`src/rtl/pc_sequencer.sv`:
```
// ---------------------------------------------------------------------------
// pc_sequencer
//
// Program-counter controller for the MIPS single-cycle datapath. Loads a
// boot vector, then advances the PC sequentially or redirects it on branch,
// jump or register-jump. Holds the PC on stall and stops fetch on halt.
// `pc` is a register and drives the instruction memory address directly.
//
// Optional feature macro: MISALIGN_TRAP_EN
//   defined     : a jr to a non-word-aligned address halts and sets `trap`
//   not defined : jr_addr[1:0] is masked and `trap` stays 0
//
// Parameters
//   RESET_VEC   PC value while in reset and in IDLE
//   CNT_W       width of the retired-instruction counter
//
// Ports
//   clk           in   system clock, rising edge
//   reset         in   asynchronous active-low reset
//   boot          in   start pulse, loads pc_in from IDLE or HALT
//   pc_in         in   boot vector (word aligned on load)
//   stall         in   hold PC, instruction re-issues
//   halt_req      in   stop fetching
//   branch_taken  in   conditional branch resolved taken
//   branch_off    in   signed word offset
//   jump          in   J-type jump
//   jump_target   in   J-type target field
//   jr            in   register jump
//   jr_addr       in   register jump address
//   pc            out  current fetch address
//   pc_valid      out  pc is a live fetch this cycle
//   state         out  IDLE=00 RUN=01 STALL=10 HALT=11
//   retired       out  saturating count of RUN cycles that advanced the PC
//   trap          out  sticky misaligned-jr trap flag
//
// state | meaning
// ------+--------------------------------------------------------------
// IDLE  | after reset, waiting for boot; pc = RESET_VEC
// RUN   | fetching; pc advances or redirects every cycle
// STALL | pc held, fetch suppressed until stall drops
// HALT  | fetch stopped, pc holds last fetched address; boot restarts
// ---------------------------------------------------------------------------
module pc_sequencer #(
    parameter logic [31:0] RESET_VEC = 32'h0000_0000,
    parameter int unsigned CNT_W     = 32
) (
    input  logic             clk,
    input  logic             reset,
    input  logic             boot,
    input  logic [31:0]      pc_in,
    input  logic             stall,
    input  logic             halt_req,
    input  logic             branch_taken,
    input  logic [15:0]      branch_off,
    input  logic             jump,
    input  logic [25:0]      jump_target,
    input  logic             jr,
    input  logic [31:0]      jr_addr,
    output logic [31:0]      pc,
    output logic             pc_valid,
    output logic [1:0]       state,
    output logic [CNT_W-1:0] retired,
    output logic             trap
);

    typedef enum logic [1:0] {
        S_IDLE  = 2'b00,
        S_RUN   = 2'b01,
        S_STALL = 2'b10,
        S_HALT  = 2'b11
    } state_e;

    state_e             state_q, state_d;
    logic [31:0]        pc_q, pc_d;
    logic [CNT_W-1:0]   retired_q, retired_d;
    logic               trap_q, trap_d;

    logic [31:0]        pc4;
    logic [31:0]        br_off_ext;
    logic [31:0]        br_tgt;
    logic [31:0]        jmp_tgt;
    logic [31:0]        jr_tgt;
    logic [31:0]        boot_tgt;
    logic               jr_misalign;
    logic               unused_lsbs;

    // All address arithmetic is 32-bit and wraps modulo 2^32.
    assign pc4        = pc_q + 32'd4;
    assign br_off_ext = {{14{branch_off[15]}}, branch_off, 2'b00};
    assign br_tgt     = pc4 + br_off_ext;
    assign jmp_tgt    = {pc4[31:28], jump_target, 2'b00};
    assign jr_tgt     = {jr_addr[31:2], 2'b00};
    assign boot_tgt   = {pc_in[31:2], 2'b00};

`ifdef MISALIGN_TRAP_EN
    assign jr_misalign = jr & (jr_addr[1:0] != 2'b00);
`else
    assign jr_misalign = 1'b0;
`endif

    // Address low bits are dropped by word alignment.
    assign unused_lsbs = ^{pc_in[1:0], jr_addr[1:0]};

    always_ff @(posedge clk or negedge reset) begin
        if (!reset) begin
            state_q   <= S_IDLE;
            pc_q      <= RESET_VEC;
            retired_q <= '0;
            trap_q    <= 1'b0;
        end else begin
            state_q   <= state_d;
            pc_q      <= pc_d;
            retired_q <= retired_d;
            trap_q    <= trap_d;
        end
    end

    always_comb begin
        state_d   = state_q;
        pc_d      = pc_q;
        retired_d = retired_q;
        trap_d    = trap_q;

        unique case (state_q)
            S_IDLE: begin
                if (boot) begin
                    pc_d    = boot_tgt;
                    state_d = S_RUN;
                end
            end

            S_RUN: begin
                if (halt_req) begin
                    state_d = S_HALT;
                end else if (jr_misalign) begin
                    // pc keeps the address of the offending jr
                    state_d = S_HALT;
                    trap_d  = 1'b1;
                end else if (stall) begin
                    state_d = S_STALL;
                end else begin
                    if (jr) begin
                        pc_d = jr_tgt;
                    end else if (jump) begin
                        pc_d = jmp_tgt;
                    end else if (branch_taken) begin
                        pc_d = br_tgt;
                    end else begin
                        pc_d = pc4;
                    end
                    if (retired_q != {CNT_W{1'b1}}) begin
                        retired_d = retired_q + 1'b1;
                    end
                end
            end

            S_STALL: begin
                // Redirects and boot are ignored; pc re-fetches on release.
                if (halt_req) begin
                    state_d = S_HALT;
                end else if (!stall) begin
                    state_d = S_RUN;
                end
            end

            S_HALT: begin
                if (boot) begin
                    pc_d    = boot_tgt;
                    state_d = S_RUN;
                    trap_d  = 1'b0;
                end
            end

            default: begin
                state_d = S_IDLE;
            end
        endcase
    end

    assign pc       = pc_q;
    assign pc_valid = (state_q == S_RUN);
    assign state    = state_q;
    assign retired  = retired_q;
    assign trap     = trap_q;

endmodule

```
`config.mk`:
```
export PLATFORM = sky130hd
export DESIGN_NAME = pc_sequencer
export DESIGN_NICKNAME = d
export VERILOG_FILES = /design/src/rtl/pc_sequencer.sv
export SDC_FILE = /design/constraint.sdc
export NUM_CORES = 1
export LEC_CHECK = 0
export ABC_AREA = 1
export BUFFER_PORTS_ARGS = -buffer_cell sky130_fd_sc_hd__buf_2
export CORE_ASPECT_RATIO = 0.6
export CORE_MARGIN = 2
export CORE_UTILIZATION = 35
export CTS_CLUSTER_DIAMETER = 40
export DETAILED_ROUTE_END_ITERATION = 10
export MAX_ROUTING_LAYER = met4
export PLACE_DENSITY = 0.53
export SLEW_MARGIN = 40
export SYNTH_ARGS = -nofsm -noshare
export SYNTH_HDL_FRONTEND = slang
export SYNTH_SLANG_ARGS = --single-unit
```
`constraint.sdc`:
```
create_clock -name clk -period 4.8 [get_ports clk]
set_clock_uncertainty 0.1 [all_clocks]
set_input_delay 0.48 -clock clk [delete_from_list [all_inputs] [get_ports clk]]
set_output_delay 0.48 -clock clk [all_outputs]
set_load 0.01 [all_outputs]
```
# Yosys cells after proc, flatten, opt, wreduce, memory -nomap -nowiden

Index checks and enable logic that the tools add are counted.
W data, S select, Z words.

Add/subtract/negate cells: 3
Equal/unequal tests: 9
Mux-type cells: 13
Bitwise operators: 2
Reductions and logical operators: 6

Operators by type and width:

| operator                | number |
|---|---|
| $mux W32                | 6 |
| $pmux W32 S2            | 1 |
| $add A32 B1 Y32 const B | 1 |
| $add A32 B3 Y32 const B | 1 |
| $add A32 B32 Y32        | 1 |
| $ne A32 B32 Y1 const B  | 1 |
| $mux W2                 | 5 |
| $reduce_and A4 Y1       | 2 |
| $ne A3 B3 Y1 const B    | 2 |
| $pmux W2 S3             | 1 |
| $eq A2 B2 Y1 const B    | 2 |
| $ne A2 B2 Y1 const B    | 2 |
| $reduce_and A3 Y1       | 1 |
| $eq A2 B1 Y1 const B    | 1 |
| $logic_not A2 Y1        | 1 |
| $ne A2 B1 Y1 const B    | 1 |
| $not A1 Y1              | 2 |
| $reduce_bool A2 Y1      | 1 |
| $reduce_or A2 Y1        | 1 |

Bits in registers: 66
Bits of input ports: 114
Output and inout bits: 68
Word-level logic and storage cells: 36

# Longest topological paths before layout

Gate-level depths: netlist of run 1.

Depth in word-level cells: 8
Gate-level depth with buffers: 28
Mapped depth without buffers: 28

# Least setup slack after synthesis of run 1

OpenSTA, ideal clock, no wires.

Path kind: reg2reg
Start point: register pc_q[2] (netlist: pc[2])
End point: register pc_q[23] (netlist: pc[23])
Library setup time: 0.116 ns
Arrival time: 2.683 ns
Data required time: 4.584 ns
Path slack: 1.900 ns
Cell stages (with the launch flop): 24
Buffers on the path: 0
Clock period less this slack: 2.900 ns
Path through: dfrtp_1 > ha_1 > nand2_1 > inv_2 > nand2_2 > nor2_4 > nand2_4 > nor2_4 > xor2_1 > inv_1 > ha_1 > nand2_1 > nor2_1 > nand2_1 > nor2_1 > nand2_1 > nand4_1 > nand3_1 > nand2_1 > nand2_1 > o21ai_0 > nand2_1 > nand2_1 > nand2_1

Word-level cells in the longest chain between the ends: 8

RTL lines:

| what                   | line | RTL |
|---|---|---|
| from (decl)            | 74   | `logic [31:0] pc_q, pc_d;` |
| from (signal assigned) | 112  | `pc_q <= pc_d;` |
| $add A32 B3 Y32 *      | 88   | `assign pc4 = pc_q + 32'd4;` |
| $add A32 B32 Y32       | 90   | `assign br_tgt = pc4 + br_off_ext;` |
| $mux W32 *             | 146  | `end else if (branch_taken) begin` |
| $mux W32 *             | 144  | `end else if (jump) begin` |
| $mux W32 *             | 142  | `if (jr) begin` |
| $mux W32 *             | 139  | `end else if (stall) begin` |
| $mux W32 *             | 133  | `if (halt_req) begin` |
| $pmux W32 S2 *         | 124  | `unique case (state_q)` |

Every way passes the cells marked *; elsewhere a longest branch is shown, timed or not. The select of a mux whose other input is x is not followed.
A chain may end at the register's enable or synchronous reset.

# Worst setup path in the final report of run 1

Start point: register pc_q[8] (netlist: pc[8])
End point: register pc_q[14] (netlist: pc[14])

The elaborated chain is that of the path after synthesis.

==> results of run 1 <==
[layout by cell type (no fill, tap or decap), types with 3 or more instances in the layout]
master and count:
nor2_2 4, inv_1 165, nand3b_1 5, o21ai_0 37, inv_2 6, clkbuf_16 9, nor3_1 30, and2_1 3
nand2_2 5, a21oi_1 63, nand4_1 29, dfrtp_1 64, o221ai_1 3, nor2_4 6, o211ai_1 7, nor2_1 145
or2_2 10, nand3_1 72, conb_1 3, xnor2_1 20, buf_2 173, o21ai_1 3, buf_4 6, xor2_1 33
o21bai_1 4, nand2_1 491, ha_1 41
[final cells by class]
| type | count | area share [%] |
|---|---|---|
| repair buffers | 179 | 10.2 |
| well taps | 279 | 3.91 |
| multi-input cells | 1032 | 57.3 |
| flip-flops and latches | 64 | 17.9 |
| inverters | 172 | 7.23 |
| clock inverters | 3 | 0.449 |
| clock buffers | 13 | 2.92 |
[state kept, by name (all words and copies together) (netlist names)]
signal   flops
retired     32
pc          30
state        2
[synth_stat cells, drive strengths merged]
cell type / instances / area (um^2)
a31oi: 1 / 6.26
and2: 3 / 18.8
o21ai: 40 / 200
conb: 1 / 3.75
o221ai: 3 / 26.3
xnor2: 20 / 175
buf: 16 / 86.3
a21o: 2 / 15.0
fa: 1 / 20.0
nor2: 155 / 637
nand2: 497 / 1890
clkbuf: 17 / 97.6
o311ai: 1 / 8.76
nand3b: 5 / 37.5
o211ai: 7 / 52.6
clkinv: 1 / 3.75
nand3: 75 / 398
dlygate4sd1: 1 / 8.76
xor2: 33 / 289
nand4: 29 / 181
or2: 10 / 62.6
inv: 171 / 642
dfrtp: 64 / 1600
o21a: 1 / 7.51
nor4: 3 / 25.0
a211oi: 1 / 7.51
nor3: 33 / 186
ha: 41 / 513
o21bai: 4 / 30.0
a21oi: 64 / 324
[per-stage QoR]
stage / utilization [%] / power (uW) / hold WS, ns / area (um^2)
3_3_place_gp: 40.9 / 4500 / 0.415 / 8620
3_5_place_dp: 40.9 / 4510 / 0.385 / 8630
4_1_cts: 42.3 / 5220 / 0.0318 / 8930
5_1_grt: 42.3 / 5800 / 0.0512 / 8930
2_1_floorplan: - / 3460 / 0.0844 / 7560
6_report: 42.3 / 5250 / 0.0126 / 8930
[path summary, 6_finish.rpt]
path,start,to,slack [ns],depth (start not counted)
min in group clk,pc_in[7],pc[7],0.29,3
worst min register to register,pc[18],pc[18],0.42,2
worst max-delay path,pc[8],pc[14],1.01,18
worst max register to register,pc[8],pc[14],1.01,18
worst min-delay path,reset,pc[26],0.01,1
max in group asynchronous,reset,pc[17],3.79,2
[per-layer routing]
layer | part of all wire, % | wire (um)
met5 | 0 | 0
met4 | 0.67 | 200
met3 | 9.5 | 2820
met2 | 35 | 10500
met1 | 55 | 16300
[kinds of logic (layout without fill, tap and decap cells)]
| logic type | count (synthesis) | after routing | synth area share, % |
|---|---|---|---|
| and+or+nand+nor | 810 | 810 | 45.5 |
| buffers and inverters | 206 | 367 | 11.1 |
| AOI/OAI and AO/OA | 124 | 124 | 8.98 |
| DFF | 64 | 64 | 21.2 |
| xor gates and xnor gates | 53 | 53 | 6.15 |
| adders and majority gates | 42 | 42 | 7.06 |
| other | 1 | 3 | 0.0497 |
[power by group]
group          switching [uW]  internal (uW)  total [uW]  leakage, uW
clock network             244            429         673     0.000150
registers                 283            726        1010     0.000807
logic                    2410           1160        3570      0.00399
total                    2930           2310        5250      0.00495
==> flow_summary.ini, run 1 <==
[global_routing]
grt_pass1_vias = 7654
met2_usage_pct = 31.7
grt_use_total_pct = 26.5
grt_use_met3_pct = 6.76
globalRoute.totalOverflow = 0
busiest_layer = met1
antenna_found_initial = 0
met1_usage_pct = 43.3
grt_pass1_wl_um = 45300
grt_max_degree = 49

[route]
final_antenna_net_count = 0
vias = 8687
vias_per_cell = 4.99
first_pass_iters = 5
drt_iter0_drc = 797
wl_per_cell_um = 17.1
wl_um = 29800
drc = 0

[finish]
antennaDiodeCount = 0
layout.cells.non_filler = 1742
drive_gt1_share_pct = 15.9
final_nets = 1614
multiInputGateArea_um2 = 5120
area_growth_pct = 18.2
final-seq-area_um2 = 1600
nFillCells = 2391

[critical_path]
worst-path-buf-inv = 1
crit_required_ns = 4.92
cp_cell_sequence = nand2_1 > nor3_2 > nand2_1 > xnor2_1 > ha_1 > nand2_1 > inv_1 > a21oi_1 > nand2_1 > a21oi_1 > xor2_1 > nand2_1 > nand2_1 > nand2_1 > nand2_1 > nand2_1 > nand2_1 > nand2_1
critPathSlowestCell = a21oi_1
arrival_ns = 3.90
cp_common_cell = nand2_1
critPathMaxFanout = 5
max_stage_delay_ns = 0.49
critical_path_class = reg -> reg
cp-start-kind = register
critical-path-top-delay-family = simple AND/OR/NAND/NOR gates
endpoint_kind = register

[synth]
ys_seq_elements = 64
synthCells = 1300
synth_area_um2 = 7550
yosysSeqAreaShare_pct = 21.2
ys_types = 46
syn_area_per_cell_um2 = 5.81
ys_warn_count = 0

[timing]
period_minus_slack_ns = 3.79
tns_ns = 0
rsz0062_at_grt = no
slew_violations = 0
finalSetupViolCount = 0
layout_setup_ws_ns = 1.01
hold_viol = 0
fin_crit_sh_pct = 78.9
worst_pin_slew_ns = 0.830
relSlewSlack_pct = 44.6
max_freq_mhz = 264

[clock_network]
holdBufCountCts = 0
clock-root-buffer = clkbuf_16
numCtsBuffers = 9
clk-insertion-delay-late_ns = 0.33
cts_tree = yes
cts_max_level = 3
path_clk_slew_ns = 0.06
ctsResizeCount = 0
clockBufferDepth = 2
clock_sinks = 64
postCtsSetupBuffers = 0

[floorplanning]
die_x_um = 194
pin_count = 182
core_area_um2 = 21100
fp-row-count = 41
die_area_um2 = 22800
chipHeight_um = 118
start_util_pct = 35.8

[flow_run]
max_cap_viol_count = 0

[pwr]
cellPowerDensity_nw_per_um2 = 588
p_leak_uw = 0.00495
ir_drop_uv = 697

[placed_design]
post-place-cells = 1726
hpwl_um = 24400
io_buffers = 174
place_ws_ns = 1.11
gp_congestion = 0.984

[run_status]
status = finished clean

[hold_path]
hp-class = in -> async
No activity file was read; power rests on OpenSTA's default activity.
==> inputs of run 2 (changes only) <==
PLACE_DENSITY = 0.55   (was 0.53)
clock period = 3.34 ns   (was 4.8 ns; I/O delays follow)
==> run 2 against run 1 <==
Effect of this change:
- die area did not move
- highest routed layer unchanged
- utilization up 7.9 points
- setup slack got worse by 0.89 ns
- clock power rose by 36%
- sequential share of layout area fell by 2.8 points
==> flow_summary.ini, run 2 (same netlist as run 1, synthesis figures left out) <==
[clock_network]
cts_max_level = 3
clock-root-buffer = clkbuf_16
clk-insertion-delay-late_ns = 0.33
clock_sinks = 64
clockBufferDepth = 2
numCtsBuffers = 9
cts_tree = yes
path_clk_slew_ns = 0.06

[pwr]
ir_drop_uv = 958
p_sw_share_pct = 52.7
seq_power_share_pct = 14.9
cellPowerDensity_nw_per_um2 = 873
pwr-share-comb_pct = 75.2
p_leak_uw = 0.00565
pwr-share-clk_pct = 9.9
p_total_uw = 9250
power_switching_uw = 4880
power.internal_uw = 4370

[timing]
fin_hold_ws_ns = 0.142
period_minus_slack_ns = 3.21
rsz0062_at_grt = yes
slew_violations = 0
fin_crit_sh_pct = 96.1
layout_setup_ws_ns = 0.130
relSlewSlack_pct = 41.6
finalSetupViolCount = 0
hold_viol = 0
max_freq_mhz = 311
worst_pin_slew_ns = 0.875

[hold_path]
whs_endpoint = pc[7]
hp-class = in -> reg
min_path_cells = 3
hold_start = pc_in[7]

[critical_path]
cp_common_cell = nand2_1
endpoint_kind = register
critPathSlowestCell = dfrtp_1
cp-start-kind = register
r2r-end = pc[29]
max_stage_delay_ns = 0.39
r2r_slack_ns = 0.13
cp_cell_sequence = buf_6 > ha_2 > nand4_1 > nor2_4 > nand2_2 > nor2_4 > xnor2_2 > inv_2 > ha_4 > buf_4 > inv_2 > o21bai_4 > a31oi_1 > nand2_1 > nor2_2 > nand2_1 > nand2_1 > nand3_2 > nand2_1 > nand2_1 > nand2_1 > nand2_1
arrival_ns = 3.33
critical_path_class = reg -> reg
critPathMaxFanout = 5
reg2reg_from = pc[3]
crit_required_ns = 3.46
r2r_cells = 22

[finish]
final_cell_mix = nand2_1, buf_2, inv_1
final_nets = 1729
area_growth_pct = 40.3
largest_reg_flops = 32
final_common_cell = nand2_1
finalInstanceArea_um2 = 10600
antennaDiodeCount = 0
drive_gt1_share_pct = 32.0
layout.cells.non_filler = 1857

[global_routing]
antenna_found_initial = 0
grt_pass1_vias = 8218
grt_max_degree = 49
globalRoute.totalOverflow = 0
grt_use_total_pct = 27.1
grt_pass1_wl_um = 46400

[floorplanning]
die_x_um = 194
start_util_pct = 35.8
chipHeight_um = 118
die_area_um2 = 22800
core_area_um2 = 21100
fp-row-count = 41
pin_count = 182

[placed_design]
placed_area_um2 = 9390
place_ws_ns = -0.0616
post-place-cells = 1828
hpwl_um = 25500
io_buffers = 174
gp_congestion = 1.02

[route]
final_antenna_net_count = 0
drc = 0
wl_per_cell_um = 16.8
vias_per_cell = 4.95
drt_iter0_drc = 836
wl_um = 31300
vias = 9191
first_pass_iters = 5

[run_status]
status = finished clean

[flow_run]
max_cap_viol_count = 0
-- run 2: cell types whose count changed in the layout (fill, tap and decap cells not counted), sizes merged --
| cell | change |
|---|---|
| clkbuf | -1 |
| buf | +114 |
| dlygate4sd3 | +1 |
| clkinv | +1 |
-- run 2: worst max path at each step --
stage                     start  endpoint  slack [ns]  cells after the start
after floorplan           pc[2]    pc[23]        0.44                     23
final                     pc[3]    pc[29]        0.13                     22
after global routing      pc[3]    pc[23]       -0.07                     25
after global placement    pc[7]    pc[14]       -0.06                     21
after CTS                 pc[3]    pc[23]      0.0004                     24
after detailed placement  pc[7]    pc[23]       -0.06                     21
-- run 2: worst max-delay path, delay by kind of cell, from the launching register on --
family / cells / cell delay (ns)
AOI/OAI and AO/OA: 2 / 0.27
xor gates and xnor gates: 1 / 0.13
adders and majority gates: 2 / 0.39
buffers and inverters: 4 / 0.45
DFF: 1 / 0.39
and+or+nand+nor: 13 / 1.36
-- run 2: layout make-up --
type | instances | area, um^2
flip-flops and latches | 64 | 1610
fillers | 2238 | 10500
repair buffers | 294 | 1790
clock buffers | 12 | 236
multi-input cells | 1032 | 5920
inverters | 172 | 646
clock inverters | 4 | 45.0
well taps | 279 | 349
-- run 2: metal layers --
| layer | up-vias | global-route usage (%) | share of wire, % |
|---|---|---|---|
| li1 | 4643 | - | - |
| met1 | 4181 | 42.6 | 53 |
| met2 | 351 | 33.7 | 37 |
| met3 | 16 | 7.88 | 9.9 |
| met4 | 0 | 3.20 | 0.78 |
| met5 | - | - | 0 |
-- run 2: power by group through the flow --
stage | Sequential (uW) | Combinational, uW | Clock (uW)
after floorplan | 1440 | 3530 | 0
after CTS | 1350 | 5990 | 927
final | 1380 | 6950 | 918
after global placement | 1360 | 5910 | 0
after global routing | 1420 | 7680 | 962
after detailed placement | 1360 | 5940 | 0
-- run 2: per-stage QoR --
stage          utilization (%)  setup TNS, ns
2_1_floorplan                -              0
3_3_place_gp              44.5        -0.0886
3_5_place_dp              44.5        -0.0832
4_1_cts                   46.0              0
5_1_grt                   50.3         -0.464
6_report                  50.3              0
-- run 2: timing repair --
action                                 CTS  global route
gates resized for setup                  5           197
endpoints found under the hold margin   24             0
setup endpoints to repair                8            22
setup buffers                            0            12
pin swaps                                1            70
hold buffers                             1             0
==> inputs of run 3 (changes only) <==
ABC_AREA = 0   (was 1)
PLACE_DENSITY = 0.57   (was 0.55)
==> run 3 against run 2 <==
Effect of this change:
- the flow now finishes with violations (negative setup slack)
- sequential cell count unchanged
- area after synthesis shrank 20%
- register-to-register slack worse by 0.29 ns
- utilization is 5.6 points higher
- cell area is 10% lower
- fmax down 8.2%
- via count is 25% lower
- critical path depth shrank 9
- combinational power decreased by 8.2%
==> flow_summary.ini, run 3 <==
[global_routing]
grt_use_total_pct = 26.7
grt_max_degree = 34
globalRoute.totalOverflow = 0
antenna_found_initial = 3
grt_pass1_vias = 6607
grt_pass1_wl_um = 37200

[synth]
synthArstFlopShare_pct = 100
yosysSeqAreaShare_pct = 26.6
yosysTopAreaCell = dfrtp_1
yosys-top-cells-area = dfrtp_1, xnor2_1, ha_1
syn_area_per_cell_um2 = 8.35
synthCells = 721
synth_top_cell_area_share_pct = 26.6
synth-xor-area-share_pct = 11.8
ys_warn_count = 0
yosys.area_share.simple_pct = 20.2
synth-compound-area-share_pct = 25.8
synth_top_flop_cell = dfrtp_1
muxShareOfSynthArea_pct = 1.25
yosysMostFrequentCell = xnor2_1
synth_top_family_by_area = compound AO/OA/AOI/OAI gates
ys_types = 74
ys_seq_elements = 64
synth_area_um2 = 6020
synth_common_cells = xnor2_1, dfrtp_1, nand2_1
synthAdderAreaFrac_pct = 8.85
synth_edf_count = 0

[critical_path]
cp_cell_sequence = ha_4 > and3_4 > xor2_4 > ha_4 > and3_4 > buf_4 > and3_4 > a221oi_4 > o31a_1 > o31a_1 > or3_1 > a31o_1 > a211oi_2
crit_start = pc[3]
reg2reg_from = pc[3]
critPathSlowestCell = dfrtp_2
arrival_ns = 3.64
max_stage_delay_ns = 0.45
worst-path-buf-inv = 1
critical_path_class = reg -> reg
critPathMaxFanout = 5
worst-path-stages = 13
critical-path-top-delay-family = compound AO/OA/AOI/OAI gates
crit_required_ns = 3.48
cp_common_cell = and3_4
r2r_cells = 13
r2r-end = pc[26]
endpoint_kind = register
r2r_slack_ns = -0.16
critPathCapture = pc[26]
cp-start-kind = register

[timing]
rsz0062_at_grt = yes
worst_pin_slew_ns = 0.596
slew_violations = 0
hold_viol = 0
period_minus_slack_ns = 3.50
layout_setup_ws_ns = -0.159
fin_hold_ws_ns = 0.167
fin_crit_sh_pct = 105
finalSetupViolCount = 6
max_freq_mhz = 286
relSlewSlack_pct = 60.2

[hold_path]
min_path_cells = 3
hp-class = in -> reg
hold_start = pc_in[29]

[pwr]
p_total_uw = 8720
cellPowerDensity_nw_per_um2 = 919
ir_drop_uv = 395
p_leak_uw = 0.00450

[floorplanning]
start_util_pct = 35.5
die_area_um2 = 18300
die_x_um = 173
pin_count = 182
chipHeight_um = 106
fp-row-count = 37
core_area_um2 = 17000

[clock_network]
cts_tree = yes
numCtsBuffers = 9
clockBufferDepth = 2
path_clk_slew_ns = 0.07
clock-root-buffer = clkbuf_16
clk-insertion-delay-late_ns = 0.34
cts_max_level = 3
clock_sinks = 64

[route]
wl_um = 24100
vias = 6879
drt_iter0_drc = 595
drc = 0
first_pass_iters = 7
vias_per_cell = 5.33
wl_per_cell_um = 18.7
final_antenna_net_count = 0

[finish]
final_common_cell = buf_2
final_util_pct = 55.9
drive_gt1_share_pct = 47.2
nFillCells = 1607
final_nets = 1205
final_cell_mix = buf_2, buf_4, dfrtp_1
layout.cells.non_filler = 1291
area_growth_pct = 57.6
largest_reg_flops = 32

[placed_design]
post-place-cells = 1234
gp_congestion = 0.935
hpwl_um = 18300
io_buffers = 174
place_ws_ns = -0.297

[run_status]
status = finished, violations left
violations = negative setup slack

[flow_run]
max_cap_viol_count = 0
## run 3: changes by cell type after synthesis, moves of 12 or more
cell,previous run,this run
a211oi_1,1,13
a21o_1,2,16
a21oi_1,63,46
and3_1,0,23
inv_1,166,14
nand2_1,491,64
nand3_1,72,39
nor2_1,145,53
nor3_1,30,11
o21ai_0,37,50
xnor2_1,20,65
xor2_1,33,16
## run 3: layout make-up
class	instances	area [um^2]	area share, %
antenna	3	7.51	0.0791
clock buffer	9	225	2.37
clock inverter	7	128	1.34
inverter	15	56.3	0.593
multi-input combinational	603	4860	51.2
sequential	64	1610	17.0
tap	234	293	3.09
timing repair buffer	356	2310	24.3
## run 3: cell families after synthesis
family                     count (synthesis)
and+or+nand+nor                          244
AOI/OAI and AO/OA                        226
xor gates and xnor gates                  81
DFF                                       64
buffers and inverters                     56
adders and majority gates                 42
muxes                                      7
other                                      1
## run 3: what timing repair did
| action | CTS | global route |
|---|---|---|
| hold buffers | 1 | 0 |
| setup buffers | 12 | 28 |
| pin swaps | 38 | 65 |
| endpoints found under the setup margin | 17 | 24 |
| resized for setup | 77 | 69 |
| hold endpoints to repair | 4 | 0 |
## run 3: report_power, final
group          switching [uW]  internal, uW
combinational            3330          3040
clock                     400           740
sequential                194          1010
## run 3: through the flow
| step | TNS (ns) | cell area, um^2 |
|---|---|---|
| 6_report | -0.418 | 9490 |
| 5_1_grt | -2.37 | 9490 |
| 4_1_cts | -0.250 | 8900 |
| 3_5_place_dp | -2.86 | 8070 |
| 3_3_place_gp | -2.59 | 8070 |
| 2_1_floorplan | -0.420 | 6090 |
## run 3: layer usage
layer | part of all wire [%] | up-vias | wire length [um] | global-route usage [%]
met1 | 48 | 3234 | 11500 | 40.1
met5 | 0 | - | 0 | -
li1 | - | 3343 | - | -
met3 | 9.0 | 23 | 2170 | 6.20
met2 | 42 | 279 | 10100 | 35.9
met4 | 1.1 | 0 | 259 | 5.51
## run 3: how the worst min path moves through the flow
| stage | slack (ns) | to |
|---|---|---|
| after global routing | 0.17 | pc[29] |
| after floorplan | -0.06 | pc[10] |
| after detailed placement | 0.06 | retired[26] |
| after global placement | 0.06 | retired[26] |
| final | 0.17 | pc[29] |
| after CTS | 0.16 | pc[29] |
## run 3: tightest hold or removal path, cell delays in order
cell      delay, ns
buf_2          0.08
nand3_1        0.07
o211ai_1       0.08
